**src/rtl/aesl_deadlock_monitor_if.sv**
```systemverilog
// Handshake bundle between the deadlock monitor and the dataflow region it
// watches. The optional dl_timeout signal exists only when
// AESL_DEADLOCK_TIMEOUT_EN is defined.
interface aesl_deadlock_monitor_if #(
    parameter int NPROC = 4
);
    logic [NPROC-1:0]       proc_blocked;
    logic [NPROC*NPROC-1:0] dep_matrix;
    logic                   dl_clear;
    logic                   dl_detect;
    logic [NPROC-1:0]       dl_origin;
    logic [NPROC-1:0]       dl_path;
    logic                   busy;
`ifdef AESL_DEADLOCK_TIMEOUT_EN
    logic                   dl_timeout;

    modport master (
        output proc_blocked, dep_matrix, dl_clear,
        input  dl_detect, dl_origin, dl_path, busy, dl_timeout
    );
    modport slave (
        input  proc_blocked, dep_matrix, dl_clear,
        output dl_detect, dl_origin, dl_path, busy, dl_timeout
    );
`else
    modport master (
        output proc_blocked, dep_matrix, dl_clear,
        input  dl_detect, dl_origin, dl_path, busy
    );
    modport slave (
        input  proc_blocked, dep_matrix, dl_clear,
        output dl_detect, dl_origin, dl_path, busy
    );
`endif
endinterface

```
**src/rtl/aesl_deadlock_monitor.sv**
```systemverilog
// Dataflow deadlock monitor. Waits for the blocked/dependency snapshot to
// settle, then walks the wait-for graph one process per cycle looking for a
// cycle among blocked processes, and holds a report until acknowledged.
// Optional feature: define AESL_DEADLOCK_TIMEOUT_EN to add the dl_timeout
// blocked-too-long indicator.
module aesl_deadlock_monitor #(
    parameter int NPROC         = 4,
    parameter int STABLE_CYCLES = 4,
    parameter int TIMEOUT       = 1024
) (
    input logic                    clock,
    input logic                    reset,
    aesl_deadlock_monitor_if.slave mon
);
    localparam int IW = $clog2(NPROC);
    localparam logic [NPROC-1:0] ONE = NPROC'(1);

    typedef enum logic [2:0] {IDLE, SETTLE, WALK, REPORT, HOLDOFF} state_t;

    state_t                 state, state_n;
    logic [NPROC-1:0]       snap_blk, snap_blk_n;
    logic [NPROC*NPROC-1:0] snap_dep, snap_dep_n;
    logic [7:0]             settle_cnt, settle_cnt_n;
    logic [IW-1:0]          origin, origin_n;
    logic [IW-1:0]          cur, cur_n;
    logic [NPROC-1:0]       visited, visited_n;
    logic                   det, det_n;
    logic [NPROC-1:0]       org_oh, org_oh_n;
    logic [NPROC-1:0]       path_mask, path_mask_n;

    logic                   changed;
    logic [NPROC-1:0]       cand;
    logic [NPROC-1:0]       seen;
    logic [NPROC-1:0]       higher;

    function automatic logic [IW-1:0] lowest(input logic [NPROC-1:0] v);
        logic [IW-1:0] idx;
        idx = '0;
        for (int i = NPROC - 1; i >= 0; i--) begin
            if (v[i]) idx = IW'(i);
        end
        return idx;
    endfunction

    // Graph helpers: successors of the current process and untried origins.
    always_comb begin
        // NOTE: every combinational output gets a default first so no path leaves it unassigned (no latch).
        changed = (mon.proc_blocked != snap_blk) || (mon.dep_matrix != snap_dep);
        cand    = snap_dep[int'(cur)*NPROC +: NPROC] & snap_blk;
        seen    = visited | (ONE << cur);
        higher  = '0;
        for (int i = 0; i < NPROC; i++) begin
            higher[i] = snap_blk[i] && (i > int'(origin));
        end
    end

    // Next-state and datapath update for the settle/walk/report sequence.
    always_comb begin
        state_n      = state;
        snap_blk_n   = snap_blk;
        snap_dep_n   = snap_dep;
        settle_cnt_n = settle_cnt;
        origin_n     = origin;
        cur_n        = cur;
        visited_n    = visited;
        det_n        = det;
        org_oh_n     = org_oh;
        path_mask_n  = path_mask;
        case (state)
            IDLE: begin
                if (mon.proc_blocked != '0) begin
                    state_n      = SETTLE;
                    snap_blk_n   = mon.proc_blocked;
                    snap_dep_n   = mon.dep_matrix;
                    settle_cnt_n = '0;
                end
            end
            SETTLE: begin
                if (mon.proc_blocked == '0) begin
                    state_n = IDLE;
                end else if (changed) begin
                    snap_blk_n   = mon.proc_blocked;
                    snap_dep_n   = mon.dep_matrix;
                    settle_cnt_n = '0;
                end else if (settle_cnt == 8'(STABLE_CYCLES - 1)) begin
                    origin_n  = lowest(snap_blk);
                    cur_n     = lowest(snap_blk);
                    visited_n = '0;
                    state_n   = WALK;
                end else begin
                    settle_cnt_n = settle_cnt + 8'd1;
                end
            end
            WALK: begin
                if (cand != '0) begin
                    if (seen[lowest(cand)]) begin
                        state_n     = REPORT;
                        det_n       = 1'b1;
                        org_oh_n    = ONE << origin;
                        path_mask_n = seen;
                    end else begin
                        visited_n = seen;
                        cur_n     = lowest(cand);
                    end
                end else if (higher != '0) begin
                    // Dead end: restart from the next blocked process.
                    origin_n  = lowest(higher);
                    cur_n     = lowest(higher);
                    visited_n = '0;
                end else begin
                    state_n = HOLDOFF;
                end
            end
            REPORT: begin
                if (mon.dl_clear) begin
                    state_n     = IDLE;
                    det_n       = 1'b0;
                    org_oh_n    = '0;
                    path_mask_n = '0;
                end
            end
            HOLDOFF: begin
                // A false alarm is only re-examined once the picture changes.
                if (changed) state_n = IDLE;
            end
            default: state_n = IDLE;
        endcase
    end

    // State and datapath registers.
    always_ff @(posedge clock) begin
        // NOTE: sequential state uses non-blocking assignments so every register samples pre-edge values.
        if (reset) begin
            // NOTE: snapshots are plain registers, not memories, so they are cleared along with the rest.
            state      <= IDLE;
            snap_blk   <= '0;
            snap_dep   <= '0;
            settle_cnt <= '0;
            origin     <= '0;
            cur        <= '0;
            visited    <= '0;
            det        <= 1'b0;
            org_oh     <= '0;
            path_mask  <= '0;
        end else begin
            state      <= state_n;
            snap_blk   <= snap_blk_n;
            snap_dep   <= snap_dep_n;
            settle_cnt <= settle_cnt_n;
            origin     <= origin_n;
            cur        <= cur_n;
            visited    <= visited_n;
            det        <= det_n;
            org_oh     <= org_oh_n;
            path_mask  <= path_mask_n;
        end
    end

    assign mon.dl_detect = det;
    assign mon.dl_origin = org_oh;
    assign mon.dl_path   = path_mask;
    assign mon.busy      = (state != IDLE);

`ifdef AESL_DEADLOCK_TIMEOUT_EN
    localparam int TW = $clog2(TIMEOUT + 1);

    logic [TW-1:0]          tmo_cnt, tmo_cnt_n;
    logic [NPROC-1:0]       prev_blk;
    logic [NPROC*NPROC-1:0] prev_dep;
    logic                   tmo_flag;

    // Saturating blocked-cycle counter; a changed cycle starts a fresh count.
    always_comb begin
        tmo_cnt_n = tmo_cnt;
        if (mon.proc_blocked == '0) begin
            tmo_cnt_n = '0;
        end else if ((mon.proc_blocked != prev_blk) || (mon.dep_matrix != prev_dep)) begin
            tmo_cnt_n = TW'(1);
        end else if (tmo_cnt != TW'(TIMEOUT)) begin
            tmo_cnt_n = tmo_cnt + TW'(1);
        end
    end

    // Sticky timeout flag, acknowledged by dl_clear in any state.
    always_ff @(posedge clock) begin
        if (reset) begin
            tmo_cnt  <= '0;
            prev_blk <= '0;
            prev_dep <= '0;
            tmo_flag <= 1'b0;
        end else begin
            tmo_cnt  <= tmo_cnt_n;
            prev_blk <= mon.proc_blocked;
            prev_dep <= mon.dep_matrix;
            if (mon.dl_clear) begin
                tmo_flag <= 1'b0;
            end else if (tmo_cnt_n == TW'(TIMEOUT)) begin
                tmo_flag <= 1'b1;
            end
        end
    end

    assign mon.dl_timeout = tmo_flag;
`endif
endmodule

```
**src/flat_wrapper.sv**
```systemverilog
// flat-port wrapper written by rule: the top's interface ports become plain ports
module aesl_deadlock_monitor_flat 
#(
    parameter int NPROC         = 4,
    parameter int STABLE_CYCLES = 4,
    parameter int TIMEOUT       = 1024
)
  (clock, reset, mon_proc_blocked, mon_dep_matrix, mon_dl_clear, mon_dl_detect, mon_dl_origin, mon_dl_path, mon_busy);
  aesl_deadlock_monitor_if #(.NPROC(NPROC)) mon_i ();
  input logic clock;
  input logic reset;
  input wire logic [$bits(mon_i.proc_blocked)-1:0] mon_proc_blocked;
  input wire logic [$bits(mon_i.dep_matrix)-1:0] mon_dep_matrix;
  input wire logic [$bits(mon_i.dl_clear)-1:0] mon_dl_clear;
  output wire logic [$bits(mon_i.dl_detect)-1:0] mon_dl_detect;
  output wire logic [$bits(mon_i.dl_origin)-1:0] mon_dl_origin;
  output wire logic [$bits(mon_i.dl_path)-1:0] mon_dl_path;
  output wire logic [$bits(mon_i.busy)-1:0] mon_busy;
  assign mon_i.proc_blocked = mon_proc_blocked;
  assign mon_i.dep_matrix = mon_dep_matrix;
  assign mon_i.dl_clear = mon_dl_clear;
  assign mon_dl_detect = mon_i.dl_detect;
  assign mon_dl_origin = mon_i.dl_origin;
  assign mon_dl_path = mon_i.dl_path;
  assign mon_busy = mon_i.busy;
  aesl_deadlock_monitor #(.NPROC(NPROC), .STABLE_CYCLES(STABLE_CYCLES), .TIMEOUT(TIMEOUT)) u_core (.clock(clock), .reset(reset), .mon(mon_i));
endmodule
```
**config.mk**
```make
export PLATFORM = sky130hd
export DESIGN_NAME = aesl_deadlock_monitor_flat
export DESIGN_NICKNAME = d
export VERILOG_FILES = /design/src/rtl/aesl_deadlock_monitor_if.sv /design/src/rtl/aesl_deadlock_monitor.sv /design/src/flat_wrapper.sv
export SDC_FILE = /design/constraint.sdc
export NUM_CORES = 1
export LEC_CHECK = 0
export CAP_MARGIN = 20
export CELL_PAD_IN_SITES_DETAIL_PLACEMENT = 1
export CELL_PAD_IN_SITES_GLOBAL_PLACEMENT = 1
export CORE_MARGIN = 3
export CORE_UTILIZATION = 46
export DETAILED_ROUTE_END_ITERATION = 10
export PLACE_DENSITY_LB_ADDON = 0.1
export SYNTH_ARGS = -nofsm -noshare
export SYNTH_HDL_FRONTEND = slang
export SYNTH_SLANG_ARGS = --single-unit
```
**constraint.sdc**
```tcl
create_clock -name clock -period 3.2 [get_ports clock]
set_input_delay 0.32 -clock clock [delete_from_list [all_inputs] [get_ports clock]]
set_output_delay 0.32 -clock clock [all_outputs]
set_load 0.01 [all_outputs]
```
After elaboration in Yosys (flattened, before gate mapping)
Index checks and enable logic that the tools add are counted.
Word-level totals
  register bits: 48
  latch bits: 0
  memory bits (writable): 0
  memory bits (read-only): 0
  output and inout port bits: 10
  memories: 0
Operators by class
  $add $sub $neg: 1
  multipliers: 0
  divide/modulo/power cells: 0
  magnitude comparators: 4
  eq/ne operators: 25
  shift operators: 3
  multiplexer cells: 65
  bitwise gates (word level): 2
  reduce and logical (&&, ||, !) cells: 19
Operators with widths (count)
  two-way mux 4 bit: 14
  two-way mux 16 bit: 3
  two-way mux 2 bit: 20
  two-way mux 8 bit: 4
  case mux 16 bit (2 select lines): 1
  case mux 4 bit (2 select lines): 4
  two-way mux 3 bit: 9
  inequality test 16 bit: 1
  case mux 8 bit (2 select lines): 1
  indexed part select 16 x 5 -> 4 bit: 1
  case mux 3 bit (5 select lines): 1
  inequality test 2 x 1 -> 1 bit, second input constant: 7
  AND reduction 4 bit: 3
  AND reduction 6 bit: 2
  nonzero test 4 bit: 3
  inequality test 3 bit, second input constant: 3
  adder 8 x 1 -> 8 bit, second input constant: 1
  equality test 8 x 2 -> 1 bit, second input constant: 1
  inequality test 2 bit, second input constant: 4
  case mux 2 bit (2 select lines): 2
  << shifter 1 x 2 -> 4 bit, first input constant: 2
  AND reduction 7 bit: 1
  equality test 3 x 2 -> 1 bit, second input constant: 2
  inequality test 3 x 1 -> 1 bit, second input constant: 2
  18 further kinds: 27

Depth between registers and ports, before layout
Gate-level depths: netlist (run 1).
  depth in word-level cells: 13
  mapped depth: 9
  depth with buffers taken out: 7

Worst setup path before layout (run 1)
OpenSTA, ideal clock, no wires.
  kind: reg2reg
  start: register u_core.cur[1]
  end: register u_core.state[0]
  library setup time: 0.121 ns
  data arrival time: 1.911 ns
  required time: 3.079 ns
  setup slack: 1.168 ns
  stages on the path, launching flop included: 9
  path buffers: 2
  period minus slack after synthesis: 2.032 ns
  cells stage by stage: dfxtp_1 -> buf_6 -> buf_6 -> mux2i_1 -> o22ai_2 -> nor4_1 -> nand3_1 -> nand3_1 -> mux2_2
On the way
  word-level cells in the longest chain between the ends: 12
  elaborated cells between the ends (all ways): 18
Ends and longest elaborated chain
  start: declaration: RTL line aesl_deadlock_monitor.sv:25  | logic [IW-1:0] cur, cur_n;
  start signal: assignment: RTL line aesl_deadlock_monitor.sv:151  | cur <= cur_n;
  indexed part select 16 x 5 -> 4 bit: RTL line aesl_deadlock_monitor.sv:49  | cand = snap_dep[int'(cur)*NPROC +: NPROC] & snap_blk;
  bitwise AND 4 bit: RTL line aesl_deadlock_monitor.sv:49
  two-way mux 2 bit (4 in a row): RTL line aesl_deadlock_monitor.sv:40  | if (v[i]) idx = IW'(i);
  two-way mux 2 bit: RTL line aesl_deadlock_monitor.sv:95  | if (cand != '0) begin
  two-way mux 2 bit: RTL line aesl_deadlock_monitor.sv:69  | case (state)
  binary-select mux 1 bit (select 2 bit): RTL line aesl_deadlock_monitor.sv:96  | if (seen[lowest(cand)]) begin
  two-way mux 1 bit (implied by the code): RTL line aesl_deadlock_monitor.sv:96
  inequality test 3 bit (no source line)
  AND reduction 7 bit (no source line)
  end signal: assignment: RTL line aesl_deadlock_monitor.sv:146  | state <= state_n;
  end: declaration: RTL line aesl_deadlock_monitor.sv:20  | state_t state, state_n;
Parallel ways exist; a longest one is shown, timed or not. The select of a mux whose other input is x is not followed.
A chain may end at the register's enable or synchronous reset.

Final worst setup path (run 1)
Ends and elaborated chain as after synthesis.

==> flow_summary.yaml, run 1 <==
sta:
  hold_viol: 0
  post-route-period-util: 0.798
  finalCriticalPeriod_ns: 2.55
  skew_ns: 0.00535
  rsz0062_at_grt: "false"
  clock.fmax_mhz: 392
  relSlewSlack: 0.496
  setup_tns_ns: 0
  slew_violations: 0
  finalSetupViolations: 0
  worst_slew_pin_slew_ns: 0.746
worst_setup_path:
  ff2ff_setup_slack_ns: 0.65
  cp_common_cell: "nand3_1"
  critPathBufInv: 1
  cp.required_ns: 3.40
  crit_fanout: 8
  critPathArrivalTime_ns: 2.75
  critical_path.top_delay_family: "multiplexers"
  cpMaxStageDelayCell: "dfxtp_1"
  critPathLaunchType: "flop"
  worstPathCellList: "mux2i_1 > o22ai_2 > nor4_1 > buf_4 > nand3_1 > nand3_1 > mux2_2"
  path_class: "reg2reg"
  reg2reg_to: "u_core.state[0]"
  crit_path_max_incr_delay_ns: 0.63
  r2r-start: "u_core.cur[1]"
  reg2reg_depth: 7
  cp-end-kind: "flop"
route:
  first_pass_iters: 4
  drtIter0Drc: 111
  via_count: 2488
  viasPerCell: 5.90
  wl_per_cell_um: 17.9
  postRouteAntennaNets: 0
  drc_errors: 0
  routed_wl_um: 7540
power_and_ir_drop:
  p_comb_frac: 0.360
  p_int_w: 0.00119
  clkPwrFrac: 0.232
  ir_drop_uv: 279
  switchingPower_w: 0.000709
  p_per_area_nw_per_um2: 583
  p_total_w: 0.00190
  cellLeakagePower_nw: 1.25
  p_sw_frac: 0.373
  power_frac_seq: 0.408
synth:
  ys_seq_area_frac: 0.343
  synth-async-reset-ratio: 0
  synth_cells: 324
  syn_area_um2: 2800
  yosys_warnings: 0
  synth_edf_count: 0
  syn_nets: 348
  synthFlopType: "dfxtp_1"
  synth_area_per_cell_um2: 8.65
  synth.distinct_cells: 53
  ys_ff_latch: 48
cts:
  cts_root_buf: "clkbuf_8"
  cts_buffers: 5
  post_cts_buffers: 0
  h-tree-depth: 2
  clock_path_buffers: 2
  insertion_delay_ns: 0.30
  clk_pin_slew_worst_paths_ns: 0.09
  cts_sinks: 48
  holdBufCountCts: 0
  cts_tree: "done"
  cts_resized: 0
job:
  cap_violations: 0
min_path:
  holdPathStages: 2
  holdPathEnd: "u_core.visited[1]"
  hold_class: "reg2reg"
  min_from: "u_core.visited[1]"
global_routing:
  grt_start_max_net_pins: 47
  grt_pass1_wl_um: 12500
  antenna_found_initial: 0
  track_usage: 0.216
  grt_pass1_vias: 2521
  overflow: 0
cells_and_area:
  n_antenna_cell: 0
  syn_to_final_growth_pct: 16.5
  layout_commonest_cell: "dfxtp_1"
  mostFrequentLayoutCells: "48 x dfxtp_1, 40 x nor2_1, 32 x clkdlybuf4s50_1"
  nets: 373
  drive_gt1_frac: 0.0886
die:
  pin_count: 33
  die_h_um: 84.1
  dieArea_um2: 7070
  start_util: 0.491
  core_area_um2: 5710
  die_w_um: 84.1
  core.rowCount: 27
place:
  dpl.hpwl_um: 5470
  gp_congestion: 0.828
  portBuffers: 32
run_status:
  status: "completed"
[per-stage QoR]
step | hold WS [ns] | util | worst slack (ns) | cells | instance area (um2)
5_1_grt | 0.522 | 0.572 | 0.505 | 422 | 3270
2_1_floorplan | 0.458 | - | 1.17 | 324 | 2800
4_1_cts | 0.485 | 0.572 | 0.652 | 422 | 3270
6_report | 0.488 | 0.572 | 0.646 | 422 | 3270
3_5_place_dp | 0.471 | 0.553 | 0.541 | 414 | 3160
3_3_place_gp | 0.466 | 0.553 | 0.608 | 414 | 3160
[cells in the mapped netlist, drive strengths merged (2+ instances only)]
cell type  count  area [um2]
a31oi          5        31.3
nor3          10        50.1
nand2         22        82.6
or3            5        31.3
mux2i         30         300
a22oi          2        28.8
o211ai         8        60.1
o32ai          4        35.0
a21oi         16        80.1
nor4b          2        17.5
and3           4        26.3
nand3         12        60.1
and2           3        20.0
nand2b         4        25.0
nor4           9        87.6
clkbuf        11        41.3
o21ai          5        28.8
nor3b          2        15.0
a211oi         3        22.5
nor2b          3        18.8
inv            5        18.8
dfxtp         48         961
o21bai         2        15.0
or4            3        30.0
buf            8        57.6
nand3b         3        22.5
o22ai          4        50.1
nand4b         3        26.3
o22a           2        17.5
or2b           3        22.5
xor2          26         228
o311ai         2        17.5
nor2          40         150
nand4          4        25.0
[how the worst max path moves through the flow]
stage	to	start	cells past startpoint
floorplan	u_core.state[0]	u_core.cur[1]	8
global placement	u_core.cur[0]	mon_dep_matrix[11]	7
detailed placement	u_core.cur[1]	mon_dep_matrix[11]	7
CTS	u_core.state[0]	u_core.cur[1]	7
global route	u_core.state[0]	u_core.cur[1]	7
finish	u_core.state[0]	u_core.cur[1]	7
[layer usage]
layer | wire (um) | vias to the layer above | track usage
li1 | - | 1227 | -
met1 | 3490 | 1213 | 0.286
met2 | 3690 | 39 | 0.365
met3 | 267 | 9 | 0.0346
met4 | 89 | 0 | 0.0512
met5 | 0 | - | 0
[state kept, by name, indices dropped and copies added (netlist names)]
register	flops
u_core.settle_cnt	8
u_core.origin	2
u_core.cur	2
u_core.snap_blk	4
u_core.mon.dl_path	4
u_core.visited	4
u_core.mon.dl_origin	4
u_core.state	3
u_core.mon.dl_detect	1
u_core.snap_dep	16
[cell families after synthesis]
family / share of synthesized area
adder cells (fa/ha/maj): 0.00446
multiplexers: 0.111
AND/OR/NAND/NOR: 0.259
flip-flops: 0.343
AO/OA/AOI/OAI: 0.160
XOR/XNOR: 0.0812
buffers and inverters: 0.0419
[worst min-delay path, delay by kind of cell (launching register included)]
| family | cells | cell delay [ns] |
|---|---|---|
| flops | 1 | 0.32 |
| buf+inv | 1 | 0.05 |
| compound gates | 1 | 0.07 |
[layout make-up]
| type | count | area (um2) |
|---|---|---|
| fillers | 691 | 2440 |
| clock inverters | 2 | 35.0 |
| repair buffers | 37 | 358 |
| well taps | 72 | 90.1 |
| inverters | 5 | 18.8 |
| clock buffers | 6 | 72.6 |
| flip-flops and latches | 48 | 961 |
| multi-input cells | 252 | 1730 |
[power groups by stage]
stage	combinational, W	clock, W	sequential, W
after floorplan	0.000535	0	0.000726
after global placement	0.000653	0	0.000784
after detailed placement	0.000668	0	0.000787
after CTS	0.000683	0.000452	0.000774
after global routing	0.000753	0.000474	0.000791
final	0.000685	0.000442	0.000776
(Power assumes the default switching activity.)
==> run 2: changes to the inputs <==
CORE_UTILIZATION = 42   (was 46)
clock period = 2.4 ns   (was 3.2 ns; I/O delays follow)
==> flow_summary.yaml, run 2 (synthesis results as in run 1) <==
run_status:
  status: "completed"
sta:
  clock.fmax_mhz: 448
  skew_ns: 0.00640
  hold_ws_ns: 0.484
  rsz0062_at_grt: "false"
  finalCriticalPeriod_ns: 2.23
  finalSetupViolations: 0
  relSlewSlack: 0.645
  slew_violations: 0
  worst_slew_pin_slew_ns: 0.527
  hold_viol: 0
  post-route-period-util: 0.931
worst_setup_path:
  crit_fanout: 8
  critPathLaunch: "u_core.cur[1]"
  critPathCapture: "u_core.visited[0]"
  ff2ff_setup_slack_ns: 0.17
  critPathArrivalTime_ns: 2.45
  path_class: "reg2reg"
  reg2reg_depth: 7
  r2r-start: "u_core.cur[1]"
  reg2reg_to: "u_core.visited[0]"
  cp.required_ns: 2.61
  cp-end-kind: "flop"
  critPathLaunchType: "flop"
cells_and_area:
  n_antenna_cell: 0
  top_register: "u_core.snap_dep"
  largestRegisters: "u_core.snap_dep x16, u_core.settle_cnt x8"
  layout_commonest_cell: "dfxtp_1"
  drive_gt1_frac: 0.134
  final_area_um2: 3390
  mostFrequentLayoutCells: "47 x dfxtp_1, 40 x nor2_1, 32 x clkdlybuf4s50_1"
  largest_register_ff_count: 16
  syn_to_final_growth_pct: 20.9
  nets: 388
route:
  wl_per_cell_um: 16.8
  first_pass_iters: 4
  routed_wl_um: 7420
  drc_errors: 0
  drtIter0Drc: 128
  viasPerCell: 5.63
  postRouteAntennaNets: 0
  via_count: 2489
cts:
  cts_root_buf: "clkbuf_8"
  cts_tree: "done"
  holdBufCountCts: 0
  cts_buffers: 5
  clock_path_buffers: 2
  cts_sinks: 48
  insertion_delay_ns: 0.30
  clk_pin_slew_worst_paths_ns: 0.09
  h-tree-depth: 2
place:
  post_dp_cell_area_um2: 3290
  gp_congestion: 0.836
  portBuffers: 32
  dpl.hpwl_um: 5570
global_routing:
  grt_pass1_vias: 2593
  grt_pass1_wl_um: 12500
  grt_start_max_net_pins: 34
  track_usage: 0.205
  antenna_found_initial: 0
  overflow: 0
power_and_ir_drop:
  p_per_area_nw_per_um2: 744
  ir_drop_uv: 303
  cellLeakagePower_nw: 1.33
die:
  core.rowCount: 29
  start_util: 0.437
  die_h_um: 87.7
  die_w_um: 87.7
  pin_count: 33
  core_area_um2: 6420
  dieArea_um2: 7690
min_path:
  hold_class: "reg2reg"
job:
  cap_violations: 0
==> run 2: stage by stage <==
step	setup TNS (ns)	total power, W	instances	setup WS (ns)	utilization
after floorplan	0	0.00168	324	0.368	-
final	0	0.00252	442	0.165	0.528
after detailed placement	-1.06	0.00203	434	-0.180	0.512
after CTS	0	0.00254	442	0.0842	0.527
after global routing	0	0.00270	442	0.0183	0.528
after global placement	-0.642	0.00201	434	-0.114	0.512
==> run 2: critical path, stage by stage (launching register included) <==
cell,delay [ns]
dfxtp_1,0.32
buf_4,0.18
mux2i_1,0.35
o22ai_2,0.19
or4_4,0.57
o21ai_2,0.18
a22oi_4,0.11
o32ai_1,0.24
==> run 2: where the power goes <==
part	internal, W	switching, W	leakage, nW
Combinational	0.000471	0.000526	0.884
Clock	0.000231	0.000275	0.0510
Sequential	0.000884	0.000137	0.393
Total	0.00159	0.000938	1.33
==> run 2: worst min path at each step <==
| stage | startpoint | end | slack (ns) | depth (start not counted) |
|---|---|---|---|---|
| finish | u_core.visited[1] | u_core.visited[1] | 0.48 | 2 |
| global route | u_core.mon.dl_origin[3] | u_core.mon.dl_origin[3] | 0.52 | 2 |
| CTS | u_core.visited[1] | u_core.visited[1] | 0.49 | 2 |
| detailed placement | u_core.visited[1] | u_core.visited[1] | 0.47 | 2 |
| global placement | u_core.visited[1] | u_core.visited[1] | 0.47 | 2 |
| floorplan | mon_proc_blocked[3] | u_core.snap_blk[3] | 0.39 | 2 |
==> run 2: layout make-up <==
| cell class | instances | area (um2) |
|---|---|---|
| clock inverter | 2 | 10.0 |
| sequential | 48 | 962 |
| inverter | 5 | 18.8 |
| fill | 759 | 3030 |
| tap | 77 | 96.3 |
| timing repair buffer | 52 | 483 |
| multi-input combinational | 252 | 1740 |
| clock buffer | 6 | 82.6 |
==> run 2: repair_timing <==
item	in CTS	in global routing
endpoints found under the setup margin	0	3
resized for setup	0	2
setup buffers	0	0
==> run 2: layer usage <==
metal,track usage,part of all wire,up-vias
li1,-,-,1254
met1,0.275,0.50,1199
met2,0.337,0.47,29
met3,0.0376,0.023,7
met4,0.0544,0.012,0
met5,0,0,-
